## src/rtl/uart_pkg.sv

```systemverilog
// Shared UART definitions: FSM state encoding and frame geometry.
package uart_pkg;

    typedef enum logic [1:0] {
        IDLE,
        START,
        DATA,
        STOP
    } uart_state_e;

    localparam int unsigned DATA_BITS = 8;

endpackage

```

## src/rtl/uart_rx_core.sv

```systemverilog
// 8N1 receiver core: input synchronizer, bit-timing FSM and LSB-first shift register.
module uart_rx_core
    import uart_pkg::*;
#(
    parameter int unsigned CLKS_PER_BIT = 868
) (
    input  logic                 clk,
    input  logic                 rst,
    input  logic                 rx_serial,
    output logic                 byte_done,
    output logic [DATA_BITS-1:0] rx_byte,
    output logic                 frame_err,
    output logic                 rx_busy
);

    localparam int unsigned    CW      = $clog2(CLKS_PER_BIT);
    localparam logic [CW-1:0]  HALF_M1 = CW'(CLKS_PER_BIT / 2 - 1);
    localparam logic [CW-1:0]  BIT_M1  = CW'(CLKS_PER_BIT - 1);
    localparam logic [2:0]     IDX_MAX = 3'(DATA_BITS - 1);

    logic                 rx_meta_q, rx_s_q;
    uart_state_e          state_q, state_d;
    logic [CW-1:0]        cnt_q, cnt_d;
    logic [2:0]           idx_q, idx_d;
    logic [DATA_BITS-1:0] sr_q, sr_d;

    always_ff @(posedge clk) begin
        if (rst) begin
            rx_meta_q <= 1'b1;
            rx_s_q    <= 1'b1;
            state_q   <= IDLE;
            cnt_q     <= '0;
            idx_q     <= '0;
            sr_q      <= '0;
        end else begin
            rx_meta_q <= rx_serial;
            rx_s_q    <= rx_meta_q;
            state_q   <= state_d;
            cnt_q     <= cnt_d;
            idx_q     <= idx_d;
            sr_q      <= sr_d;
        end
    end

    always_comb begin
        state_d   = state_q;
        cnt_d     = cnt_q;
        idx_d     = idx_q;
        sr_d      = sr_q;
        byte_done = 1'b0;
        frame_err = 1'b0;
        case (state_q)
            IDLE: begin
                if (!rx_s_q) begin
                    state_d = START;
                    cnt_d   = '0;
                end
            end
            START: begin
                // Mid-start-bit recheck rejects short glitches without flagging an error.
                if (cnt_q == HALF_M1) begin
                    cnt_d = '0;
                    if (!rx_s_q) begin
                        state_d = DATA;
                        idx_d   = '0;
                    end else begin
                        state_d = IDLE;
                    end
                end else begin
                    cnt_d = cnt_q + CW'(1);
                end
            end
            DATA: begin
                if (cnt_q == BIT_M1) begin
                    cnt_d = '0;
                    sr_d  = {rx_s_q, sr_q[DATA_BITS-1:1]};
                    if (idx_q == IDX_MAX) begin
                        state_d = STOP;
                    end else begin
                        idx_d = idx_q + 3'd1;
                    end
                end else begin
                    cnt_d = cnt_q + CW'(1);
                end
            end
            STOP: begin
                if (cnt_q == BIT_M1) begin
                    cnt_d   = '0;
                    state_d = IDLE;
                    if (rx_s_q) begin
                        byte_done = 1'b1;
                    end else begin
                        frame_err = 1'b1;
                    end
                end else begin
                    cnt_d = cnt_q + CW'(1);
                end
            end
            default: state_d = IDLE;
        endcase
    end

    assign rx_byte = sr_q;
    assign rx_busy = (state_q != IDLE);

endmodule

```

## src/rtl/uart_rx_msg_reg.sv

```systemverilog
// UART receive path with a single-entry message register, valid/ack handshake and overrun flag.
module uart_rx_msg_reg
    import uart_pkg::*;
#(
    parameter int unsigned CLKS_PER_BIT = 868
) (
    input  logic                 clk,
    input  logic                 rst,
    input  logic                 rx_serial,
    input  logic                 msg_ack,
    output logic [DATA_BITS-1:0] msg,
    output logic                 msg_valid,
    output logic                 frame_err,
    output logic                 overrun,
    output logic                 rx_busy
);

    logic                 byte_done;
    logic [DATA_BITS-1:0] rx_byte;
    logic                 core_ferr;

    logic [DATA_BITS-1:0] msg_q, msg_d;
    logic                 valid_q, valid_d;
    logic                 ovr_q, ovr_d;
    logic                 ferr_q;

    uart_rx_core #(
        .CLKS_PER_BIT(CLKS_PER_BIT)
    ) u_core (
        .clk       (clk),
        .rst       (rst),
        .rx_serial (rx_serial),
        .byte_done (byte_done),
        .rx_byte   (rx_byte),
        .frame_err (core_ferr),
        .rx_busy   (rx_busy)
    );

    always_comb begin
        msg_d   = msg_q;
        valid_d = valid_q;
        ovr_d   = ovr_q;
        if (byte_done) begin
            // An ack landing with the commit frees the slot, so the new byte replaces it.
            if (!valid_q || msg_ack) begin
                msg_d   = rx_byte;
                valid_d = 1'b1;
            end else begin
                ovr_d = 1'b1;
            end
        end else if (msg_ack && valid_q) begin
            valid_d = 1'b0;
            ovr_d   = 1'b0;
        end
    end

    always_ff @(posedge clk) begin
        if (rst) begin
            msg_q   <= '0;
            valid_q <= 1'b0;
            ovr_q   <= 1'b0;
            ferr_q  <= 1'b0;
        end else begin
            msg_q   <= msg_d;
            valid_q <= valid_d;
            ovr_q   <= ovr_d;
            ferr_q  <= core_ferr;
        end
    end

    assign msg       = msg_q;
    assign msg_valid = valid_q;
    assign overrun   = ovr_q;
    assign frame_err = ferr_q;

endmodule

```

## config.mk

```make
export PLATFORM = sky130hd
export DESIGN_NAME = uart_rx_msg_reg
export DESIGN_NICKNAME = d
export VERILOG_FILES = /design/src/rtl/uart_pkg.sv /design/src/rtl/uart_rx_core.sv /design/src/rtl/uart_rx_msg_reg.sv
export SDC_FILE = /design/constraint.sdc
export NUM_CORES = 1
export LEC_CHECK = 0
export CAP_MARGIN = 20
export CORE_MARGIN = 4
export CORE_UTILIZATION = 55
export CTS_CLUSTER_DIAMETER = 200
export CTS_CLUSTER_SIZE = 14
export DETAILED_ROUTE_END_ITERATION = 12
export PLACE_DENSITY = 0.77
export SETUP_SLACK_MARGIN = 0.4
export SLEW_MARGIN = 20
export SYNTH_ARGS = -nofsm -noshare
export SYNTH_HDL_FRONTEND = slang
export SYNTH_SLANG_ARGS = --single-unit
```

## constraint.sdc

```tcl
create_clock -name clk -period 2.3 [get_ports clk]
set_input_delay 0.46 -clock clk [delete_from_list [all_inputs] [get_ports clk]]
set_output_delay 0.46 -clock clk [all_outputs]
set_load 0.01 [all_outputs]
```

==> impl_metrics.json <==
{
  "status": "completed",
  "synth_ff_type": "dfxtp_1",
  "routedWlPerCell_um": 14.2,
  "place.gp.congestion": 0.840,
  "crit_type": "reg -> reg",
  "synth_cell_type_count": 40,
  "ff_latch_area_um2": 736,
  "cts_tree": "done",
  "fmax_mhz": 513,
  "cp_max_fo": 6,
  "min_period_ps": 1950,
  "num_io_pins": 16,
  "use_met2": 0.300,
  "fin_crit_sh": 0.848,
  "async_reset_ff_frac": 0,
  "antenna_found_initial": 0,
  "layout_common_cells": "30 x dfxtp_1, 22 x nand2_1, 18 x nor2_1",
  "worstPathRequired_ps": 2570,
  "remaining_drc_errors": 0,
  "die_x_um": 63.0,
  "tightest_slew_ps": 458,
  "synth_edf_count": 0,
  "min_path_type": "reg -> reg",
  "path_clk_slew_ps": 100,
  "setup_viol": 0,
  "io_buffers": 15,
  "synthesis.nets": 199,
  "rows": 19,
  "leakage_nw": 0.835,
  "grt_overflow_total": 0,
  "hold_viol": 0,
  "ctsHoldBuffers": 0,
  "drt_wl_total_um": 3530,
  "syn_area_per_cell_um2": 8.95,
  "max_cap_violations": 0,
  "vias": 1395,
  "first_pass_iters": 4,
  "finalSetupTns_ps": 0,
  "met3_usage": 0.0701,
  "grt_busiest_layer": "met2",
  "fin_hold_ws_ps": 418,
  "die_y_um": 63.0,
  "ys_seq_area_frac": 0.433,
  "dp_hpwl_um": 2380,
  "grtUsageMet1": 0.227,
  "syn_to_final_growth_pct": 27.7,
  "coreArea_um2": 2830,
  "insertion_delay_ps": 340,
  "synth-seq-cells": 36,
  "clock_path_buffers": 2,
  "cts.sinks": 36,
  "yosysWarningCount": 0,
  "critPathLaunchType": "register",
  "viasPerCell": 5.63,
  "skew_ps": 6.17,
  "layout_commonest_cell": "dfxtp_1",
  "final_layout_size_suffix_gt1_frac": 0.226,
  "grt_pass1_vias": 1332,
  "drv_slew": 0,
  "nFillCells": 198,
  "rsz0062_at_grt": "yes",
  "ant_nets": 0,
  "dieArea_um2": 3970,
  "antenna_cells": 0,
  "grt_usage": 0.187,
  "grt_first_pass_wirelength_um": 5910,
  "initialDrtViolationCount": 72,
  "start_util": 0.588,
  "ir_drop_mv": 0.526,
  "cts_max_level": 2,
  "synth_area_um2": 1660,
  "finish.net_count": 229,
  "worstPathArrival_ps": 2220,
  "multi_input_area_um2": 990,
  "power.density_nw_per_um2": 579,
  "cts_made_buffers": 5,
  "critical_path.endpoint_type": "register",
  "cts_root_buf": "clkbuf_4",
  "grt_max_degree": 17,
  "total_power_mw": 1.23,
  "relSlewSlack": 0.694,
  "synthCells": 186
}
## Yosys cell counts, types with 2 or more instances
cell type | number | share of area
dfxtp_1 | 36 | 0.43
nand2_1 | 23 | 0.052
nor2_1 | 18 | 0.041
a21oi_1 | 14 | 0.042
nand3_1 | 12 | 0.036
mux2i_1 | 11 | 0.066
ha_1 | 9 | 0.068
inv_1 | 8 | 0.018
clkbuf_1 | 6 | 0.014
a21o_1 | 4 | 0.018
nand2b_1 | 4 | 0.015
xor2_1 | 4 | 0.021
a31oi_1 | 3 | 0.011
a211oi_1 | 2 | 0.0090
and3_1 | 2 | 0.0075
nand4_1 | 2 | 0.0075
nand4b_1 | 2 | 0.011
or2_0 | 2 | 0.0075
or2_2 | 2 | 0.0075
or3_1 | 2 | 0.0075
## path summary, 6_finish.rpt
kind	start	slack, ps	cells past startpoint	endpoint
setup / recovery	u_core.cnt_q[2]	350	6	register
hold / removal	u_core.rx_meta_q	420	1	u_core.rx_s_q
setup reg to reg	u_core.cnt_q[2]	350	6	register
hold reg to reg	u_core.rx_meta_q	420	1	u_core.rx_s_q
## power breakdown
group	switching, mW	internal, mW
logic	0.137	0.100
registers	0.0124	0.631
clock network	0.205	0.145
## flip-flops by register name (all words and copies together) (netlist names), named ones only
signal and count:
overrun 1, u_core.rx_s_q 1, msg_valid 1, u_core.rx_meta_q 1, u_core.cnt_q 10, msg 8
u_core.rx_byte 8, u_core.idx_q 3, frame_err 1, u_core.state_q 1
## through the flow
stage	cells	util	area [um^2]	setup slack [ps]
floorplan	186	-	1680	395
global placement	229	0.660	1870	259
detailed placement	229	0.660	1870	190
CTS	244	0.720	2040	330
global route	248	0.751	2120	232
finish	248	0.751	2120	350
## per-layer routing
layer | wire length (um) | part of all wire
met5 | 0 | 0
met2 | 1690 | 0.48
met4 | 37 | 0.010
met1 | 1650 | 0.47
met3 | 150 | 0.042
## timing repair
item                                    in CTS  in global routing
setup buffers                                6                  4
cloned                                       1                  0
pin swaps                                    7                 15
gates resized for setup                     14                 16
endpoints found under the setup margin      20                 32
## cell families after synthesis
family | count (synthesis) | synth area share
fa+ha+maj | 9 | 0.0677
xor+xnor | 5 | 0.0263
simple gates | 80 | 0.253
mux | 11 | 0.0662
flops | 36 | 0.433
compound gates | 30 | 0.119
buf+inv | 15 | 0.0346
## critical path, stage by stage (launching register included)
cell and delay, ps:
dfxtp_4 360, or3b_4 430, nor4b_4 270, buf_6 170
nand2_2 80, a2111oi_4 360, mux2i_1 210
## area by class of cell
| cell class | count | share of cell area |
|---|---|---|
| tap | 31 | 0.0183 |
| sequential | 36 | 0.346 |
| multi-input combinational | 135 | 0.466 |
| clock inverter | 2 | 0.00471 |
| inverter | 8 | 0.0141 |
| clock buffer | 6 | 0.0241 |
| timing repair buffer | 30 | 0.127 |
No activity file was read; power rests on OpenSTA's default activity.
